## src/rtl/serial_word_tx.sv

```systemverilog
// ============================================================================
// Module   : serial_word_tx
// Purpose  : Parallel-load, MSB-first serial transmitter with frame strobe,
//            per-bit sample strobe and end-of-word done pulse.
// Revision : 1.0
// ============================================================================
`default_nettype none

module serial_word_tx #(
    parameter int WIDTH = 13,
    parameter int DIV   = 4
) (
    input  logic             clk,
    input  logic             rst,
    input  logic             load_valid,
    output logic             load_ready,
    input  logic [WIDTH-1:0] data_in,
    output logic             sdo,
    output logic             frame,
    output logic             bit_stb,
    output logic             done
);

    localparam int CNT_W = $clog2(WIDTH);
    localparam int DIV_W = (DIV > 1) ? $clog2(DIV) : 1;

    localparam logic [1:0] c_IDLE  = 2'd0;
    localparam logic [1:0] c_SHIFT = 2'd1;
    localparam logic [1:0] c_DONE  = 2'd2;

    localparam logic [CNT_W-1:0] c_BIT_LAST = CNT_W'(WIDTH - 1);
    localparam logic [DIV_W-1:0] c_DIV_LAST = DIV_W'(DIV - 1);

    logic [1:0]       r_state;
    logic [WIDTH-1:0] r_shift;
    logic [CNT_W-1:0] r_bit_cnt;
    logic [DIV_W-1:0] r_div_cnt;

    logic [1:0]       w_state_nxt;
    logic [WIDTH-1:0] w_shift_nxt;
    logic [CNT_W-1:0] w_bit_cnt_nxt;
    logic [DIV_W-1:0] w_div_cnt_nxt;

    logic             w_sdo_nxt;
    logic             w_frame_nxt;
    logic             w_stb_nxt;
    logic             w_done_nxt;

    // State and registered outputs
    always_ff @(posedge clk) begin
        if (rst) begin
            r_state   <= c_IDLE;
            r_shift   <= '0;
            r_bit_cnt <= '0;
            r_div_cnt <= '0;
            sdo       <= 1'b0;
            frame     <= 1'b0;
            bit_stb   <= 1'b0;
            done      <= 1'b0;
        end else begin
            r_state   <= w_state_nxt;
            r_shift   <= w_shift_nxt;
            r_bit_cnt <= w_bit_cnt_nxt;
            r_div_cnt <= w_div_cnt_nxt;
            sdo       <= w_sdo_nxt;
            frame     <= w_frame_nxt;
            bit_stb   <= w_stb_nxt;
            done      <= w_done_nxt;
        end
    end

    // Next-state and datapath update
    always_comb begin
        w_state_nxt   = r_state;
        w_shift_nxt   = r_shift;
        w_bit_cnt_nxt = r_bit_cnt;
        w_div_cnt_nxt = r_div_cnt;
        case (r_state)
            c_IDLE: begin
                if (load_valid) begin
                    w_state_nxt   = c_SHIFT;
                    w_shift_nxt   = data_in;
                    w_bit_cnt_nxt = c_BIT_LAST;
                    w_div_cnt_nxt = '0;
                end
            end
            c_SHIFT: begin
                if (r_div_cnt == c_DIV_LAST) begin
                    if (r_bit_cnt == '0) begin
                        w_state_nxt = c_DONE;
                    end else begin
                        w_shift_nxt   = {r_shift[WIDTH-2:0], 1'b0};
                        w_bit_cnt_nxt = r_bit_cnt - CNT_W'(1);
                        w_div_cnt_nxt = '0;
                    end
                end else begin
                    w_div_cnt_nxt = r_div_cnt + DIV_W'(1);
                end
            end
            c_DONE: begin
                w_state_nxt = c_IDLE;
            end
            default: begin
                w_state_nxt = c_IDLE;
            end
        endcase
    end

    // Outputs are registered, so their next values derive from the next state;
    // bit_stb thus lands exactly on the cycle where div_cnt reaches DIV-1.
    always_comb begin
        load_ready  = (r_state == c_IDLE);
        w_frame_nxt = (w_state_nxt == c_SHIFT);
        w_sdo_nxt   = w_frame_nxt & w_shift_nxt[WIDTH-1];
        w_stb_nxt   = w_frame_nxt & (w_div_cnt_nxt == c_DIV_LAST);
        w_done_nxt  = (w_state_nxt == c_DONE);
    end

endmodule

`default_nettype wire

```

## config.mk

```make
export PLATFORM = sky130hd
export DESIGN_NAME = serial_word_tx
export DESIGN_NICKNAME = d
export VERILOG_FILES = /design/src/rtl/serial_word_tx.sv
export SDC_FILE = /design/constraint.sdc
export NUM_CORES = 1
export LEC_CHECK = 0
export BUFFER_PORTS_ARGS = -buffer_cell sky130_fd_sc_hd__buf_2
export CAP_MARGIN = 20
export CORE_MARGIN = 5
export CORE_UTILIZATION = 50
export DETAILED_ROUTE_END_ITERATION = 10
export HOLD_SLACK_MARGIN = 0.08
export PLACE_DENSITY = 0.76
export RECOVER_POWER = 25
export SYNTH_ARGS = -nofsm -noshare
export SYNTH_HDL_FRONTEND = slang
export SYNTH_SLANG_ARGS = --single-unit
export TNS_END_PERCENT = 1
```

## constraint.sdc

```tcl
create_clock -name clk -period 2.21 [get_ports clk]
set_input_delay 0.3315 -clock clk [delete_from_list [all_inputs] [get_ports clk]]
set_output_delay 0.3315 -clock clk [all_outputs]
set_load 0.01 [all_outputs]
```

== Word-level counts from Yosys, hierarchy flattened ==
Index checks and enable logic that the tools add are counted.

* Register bits after elaboration: 25
* Output and inout port bits: 5
* Logic and storage cells: 41

* Add/subtract/negate cells: 2
* Equal/unequal tests: 8
* Multiplexer cells: 16
* Bitwise gates (word level): 2
* Reduce and logical (&&, ||, !) cells: 4

{| class="wikitable"
|+ Operator list
! kind !! number
|-
| 13-bit 2-to-1 mux || 3
|-
| 13-bit case mux with 2 select lines || 1
|-
| 2-bit 2-to-1 mux || 6
|-
| 4-bit 2-to-1 mux || 3
|-
| 2-bit case mux with 2 select lines || 2
|-
| 4-bit case mux with 2 select lines || 1
|-
| 2-bit equality test, second input constant || 3
|-
| 2-bit != test, second input constant || 3
|-
| 2-bit by 1-bit equality test with 1-bit output, second input constant || 2
|-
| 4-bit zero test || 1
|-
| 4-bit AND reduction || 1
|-
| 4-bit by 1-bit subtractor with 4-bit output, second input constant || 1
|-
| 2-bit by 1-bit adder with 2-bit output, second input constant || 1
|-
| 1-bit bitwise AND || 2
|-
| 2-bit zero test || 1
|-
| 2-bit nonzero test || 1
|}

== Depth between registers and ports, before layout ==
* Depth after elaboration: 6
* Gate-level depth with buffers: 7
* Gate-level depth less buffers: 5

== Worst setup path before layout ==
OpenSTA, ideal clock, no wires.

* Path type: register to register
* Start point: reg r_bit_cnt[0]
* End point: reg r_shift[10]
* Setup time: 0.132 ns
* Data arrival time: 1.412 ns
* Slack: 0.666 ns
* Stages on the path, launching flop included: 8
* Path buffers: 2
* Cells stage by stage: dfxtp_1 inv_1 ha_1 or3b_1 buf_6 buf_6 a32oi_1 a21oi_1

* Longest elaborated chain between the ends: 3

{| class="wikitable"
|+ Ends and longest elaborated chain
! element !! line !! RTL
|-
| start: declaration || 36 || <nowiki>logic [CNT_W-1:0] r_bit_cnt;</nowiki>
|-
| start signal: assignment || 63 || <nowiki>r_bit_cnt <= w_bit_cnt_nxt;</nowiki>
|-
| 4-bit zero test || 89 || <nowiki>if (r_bit_cnt == '0) begin</nowiki>
|-
| 2-bit != test (no line) || n/a ||
|-
| 4-bit AND reduction (no line) || n/a ||
|-
| end signal: assignment || 62 || <nowiki>r_shift <= w_shift_nxt;</nowiki>
|-
| end: declaration || 35 || <nowiki>logic [WIDTH-1:0] r_shift;</nowiki>
|}

No other way between the ends.
A chain may end at the register's enable or synchronous reset.

== Worst setup path after layout ==
* Start point: reg r_bit_cnt[0]
* End point: reg sdo

* Longest elaborated chain between the ends: 6
* Elaborated cells on any way between the ends: 9
* Classes of those cells: 1 x eq/ne; 6 x mux; 1 x bitwise; 1 x reduce/logical

{| class="wikitable"
|+ Ends and longest elaborated chain
! element !! line !! RTL
|-
| 4-bit zero test (*) || 89 ||
|-
| 2-bit 2-to-1 mux || 89 ||
|-
| 2-bit 2-to-1 mux || 88 || <nowiki>if (r_div_cnt == c_DIV_LAST) begin</nowiki>
|-
| 2-bit case mux with 2 select lines || 78 || <nowiki>case (r_state)</nowiki>
|-
| 2-bit by 1-bit equality test with 1-bit output || 113 || <nowiki>w_frame_nxt = (w_state_nxt == c_SHIFT);</nowiki>
|-
| 1-bit bitwise AND (*) || 114 || <nowiki>w_sdo_nxt = w_frame_nxt & w_shift_nxt[WIDTH-1];</nowiki>
|-
| end signal: assignment || 65 || <nowiki>sdo <= w_sdo_nxt;</nowiki>
|-
| end: declaration || 18 || <nowiki>output logic sdo,</nowiki>
|}

Every way passes the cells marked *; elsewhere a longest branch is shown, timed or not. The select of a mux whose other input is x is not followed.

==> impl_metrics.env <==
export IMPL_routed_via_count=1003
export IMPL_finalNetCount=151
export IMPL_cellLeakagePower_nw=0.435
export IMPL_cts_buffer_depth=2
export IMPL_cts_hold_buf=0
export IMPL_detail_route_iter0_violations=24
export IMPL_count_of_synthesis_stage_warnings_from_yosys=0
export IMPL_result_of_the_run="completed"
export IMPL_vias_per_cell=6.27
export IMPL_rsz0062_at_grt="false"
export IMPL_place_inst=156
export IMPL_avgSynthCellArea_sq_um=9.81
export IMPL_clkLatencyLatePin_ns=0.32
export IMPL_areaGrowthSynthToFinish_pct=7.20
export IMPL_number_of_inserted_diodes=0
export IMPL_chipHeight_um=57.9
export IMPL_yosys_register_bits=25
export IMPL_initial_utilization_pct=51.9
export IMPL_final_hold_violation_count=0
export IMPL_synth_mux_area_fraction_pct=0
export IMPL_drc=0
export IMPL_synthesized_area_fraction_occupied_by_ao_oa_aoi_and_oai_cells_pct=32.0
export IMPL_power_per_cell_area_nw_per_um2=653
export IMPL_fin_skew_ns=0.00521
export IMPL_crit_path_start_kind="flip-flop"
export IMPL_path_class="flip-flop to flip-flop"
export IMPL_totalPowerFinal_w=0.000803
export IMPL_irDropWorstVdd_uv=386
export IMPL_timing_critical_path_fanout_max=15
export IMPL_parity_gate_share_of_the_synthesized_area_counting_xor_and_xnor_cells_pct=0
export IMPL_grt_use_total_pct=16.6
export IMPL_slew_violations=0
export IMPL_boundaryPins=21
export IMPL_internal_power_w=0.000584
export IMPL_route_antenna_remaining_nets=0
export IMPL_design_core_area_sq_um=2210
export IMPL_worst_endpoint_required_ns=2.42
export IMPL_synth_fa_ha_area_share_pct=2.18
export IMPL_cts_tree="built"
export IMPL_worstPathArrival_ns=1.97
export IMPL_post_cts_buffers=0
export IMPL_hold_path_class="input port to flip-flop"
export IMPL_first_global_vias=998
export IMPL_total_of_endpoints_with_negative_setup_slack_in_the_final_report=0
export IMPL_multiInputGateArea_sq_um=528
export IMPL_synthesis_nets=135
export IMPL_drt_total_wl_mm=2.51
export IMPL_drt_pass1_iter_count=4
export IMPL_maximum_number_of_pins_on_one_net_before_global_route_repair=26
export IMPL_layout_filler_cells=214
export IMPL_grt_pass1_wl_mm=4.45
export IMPL_max_cap_violations=0
export IMPL_root_buffer="sky130_fd_sc_hd__clkbuf_4"
export IMPL_drt_wirelength_per_cell_um=15.7
export IMPL_grt_overflow_total=0
export IMPL_yosysUniqueCellTypes=30
export IMPL_finalNonFillerCells=160
export IMPL_power_switching_share_pct=27.3
export IMPL_die_area_sq_um=3350
export IMPL_post_cts_resize_count=0
export IMPL_timing_reg2reg_setup_slack_ns=0.44
export IMPL_maxClockFrequency_ghz=0.565
export IMPL_synth_yosys_seq_area_share_pct=43.6
export IMPL_numPortBuffers=20
export IMPL_rows=17
export IMPL_power_share_sequential_pct=61.0
export IMPL_cts_max_level=1
export IMPL_clkSinkCount=25
export IMPL_power_share_clock_pct=25.2
export IMPL_mappedNetlistArea_sq_um=1150
export IMPL_seqCellArea_sq_um=500
export IMPL_finalCritPeriodShare_pct=80.0
export IMPL_chipWidth_um=57.9
export IMPL_switching_power_w=0.000219
export IMPL_post_synth_and_or_nand_nor_area_fraction_pct=12.9
export IMPL_main_combinational_cell_family_by_area_after_synthesis="compound AO/OA/AOI/OAI gates"
export IMPL_fin_tns_setup_ns=0
export IMPL_share_comb_of_total_power_pct=13.7
export IMPL_setup_worst_path_end_class="flip-flop"
export IMPL_period_needed_ns=1.77
export IMPL_slew_headroom_pct=60.3
export IMPL_hpwl_mm=1.66
export IMPL_place_gp_congestion=0.769
export IMPL_cts_clk_slew_worst_paths_ns=0.13
export IMPL_grt_antenna_before_repair=0
export IMPL_cts_made_buffers=3
export IMPL_worst_slew_pin_transition_ns=0.596
export IMPL_synthCells=117
export IMPL_final_layout_size_suffix_gt1_share_pct=18.9
worst max-delay path: stages (launching register included):
cell and delay, ns:
sky130_fd_sc_hd__dfxtp_1 0.34, sky130_fd_sc_hd__inv_1 0.08, sky130_fd_sc_hd__ha_1 0.21, sky130_fd_sc_hd__or3b_1 0.59, sky130_fd_sc_hd__a32oi_1 0.33, sky130_fd_sc_hd__a211oi_1 0.10
metal layers:
metal  vias up  global-route usage (%)  routed length (um)
li1        487                       -                   -
met1       486                    20.9                1100
met2        26                    28.1                1270
met3         4                    2.23                 106
met4         0                    7.28                  36
met5         -                       0                   0
power by group through the flow:
stage / Combinational, W / Clock [W] / Sequential, W
2_1_floorplan: 0.0000928 / 0 / 0.000497
3_3_place_gp: 0.000109 / 0 / 0.000500
3_5_place_dp: 0.000112 / 0 / 0.000501
4_1_cts: 0.000113 / 0.000213 / 0.000492
5_1_grt: 0.000124 / 0.000232 / 0.000494
6_report: 0.000110 / 0.000203 / 0.000490
state kept, by name, summed over array words and instances (netlist names):
signal and cells:
r_bit_cnt 4, sdo 1, frame 1, done 1, r_state 2, r_div_cnt 2
bit_stb 1, r_shift 13
final timing paths:
path,end,depth (start not counted),startpoint
worst max-delay path,sdo,5,r_bit_cnt[0]
worst min-delay path,r_shift[0],3,data_in[0]
worst max register to register,sdo,5,r_bit_cnt[0]
worst min register to register,r_div_cnt[1],2,r_div_cnt[1]
cells in the final DEF, fill, tap and decap left out:
cell / netlist / final
sky130_fd_sc_hd__nor3b_2: 1 / 1
sky130_fd_sc_hd__clkinv_2: 0 / 1
sky130_fd_sc_hd__nand3_1: 1 / 1
sky130_fd_sc_hd__inv_1: 2 / 2
sky130_fd_sc_hd__and3b_1: 1 / 1
sky130_fd_sc_hd__a32oi_1: 12 / 12
sky130_fd_sc_hd__clkbuf_1: 3 / 5
sky130_fd_sc_hd__o21ai_0: 1 / 1
sky130_fd_sc_hd__buf_2: 5 / 15
sky130_fd_sc_hd__a211oi_1: 2 / 2
sky130_fd_sc_hd__buf_4: 1 / 5
sky130_fd_sc_hd__or3b_1: 2 / 2
sky130_fd_sc_hd__o21ai_1: 1 / 1
sky130_fd_sc_hd__nand3b_1: 2 / 2
sky130_fd_sc_hd__a41o_1: 1 / 1
sky130_fd_sc_hd__a311o_1: 1 / 1
sky130_fd_sc_hd__dfxtp_1: 25 / 25
sky130_fd_sc_hd__a21oi_1: 16 / 16
sky130_fd_sc_hd__nand2b_1: 1 / 1
sky130_fd_sc_hd__or4_1: 1 / 1
sky130_fd_sc_hd__nor2_1: 6 / 6
sky130_fd_sc_hd__a31oi_1: 1 / 1
sky130_fd_sc_hd__nand2_1: 1 / 1
sky130_fd_sc_hd__ha_1: 2 / 2
sky130_fd_sc_hd__clkbuf_4: 0 / 3
sky130_fd_sc_hd__o211ai_1: 15 / 15
sky130_fd_sc_hd__or3_1: 2 / 2
sky130_fd_sc_hd__nor3b_1: 1 / 2
sky130_fd_sc_hd__nor3_1: 2 / 2
sky130_fd_sc_hd__a311oi_1: 2 / 2
final cells by class:
class,count,share of cell area (%)
Clock inverter,1,0.407
Multi-Input combinational cell,76,42.9
Timing Repair Buffer,25,10.7
Inverter,2,0.610
Tap cell,28,2.85
Clock buffer,3,1.83
Sequential cell,25,40.7
synthesized netlist by cell type (all sizes together):
cell,instances,area share [%]
or3,2,1.1
a211oi,2,1.3
o21ai,2,0.87
dfxtp,25,44
or4,1,0.65
buf,11,7.7
inv,2,0.65
clkbuf,3,0.98
a31oi,1,0.55
a32oi,12,9.2
a311o,1,0.87
nand3,1,0.44
nand2,1,0.33
nor3,2,0.87
a21oi,16,7.0
o211ai,15,9.8
nor3b,3,3.4
a41o,1,0.87
ha,2,2.2
nand3b,2,1.3
nor2,6,2.0
a311oi,2,1.5
or3b,2,1.5
nand2b,1,0.55
and3b,1,0.76
per-stage QoR:
stage / utilization (%) / area (sq um) / setup WS (ns) / hold slack, ns
finish: 55.6 / 1230 / 0.442 / 0.252
global placement: 55.1 / 1220 / 0.518 / 0.460
floorplan: - / 1150 / 0.666 / 0.446
CTS: 56.4 / 1250 / 0.448 / 0.237
global route: 55.6 / 1230 / 0.264 / 0.254
detailed placement: 55.1 / 1220 / 0.460 / 0.477
logic make-up (layout without fill, tap and decap cells):
family                   after synthesis  in the layout
flip-flops                            25             25
AND/OR/NAND/NOR                       22             22
adder cells (fa/ha/maj)                2              2
buffers and inverters                 16             31
AO/OA/AOI/OAI                         52             52
Power figures use the tool's default switching activity.
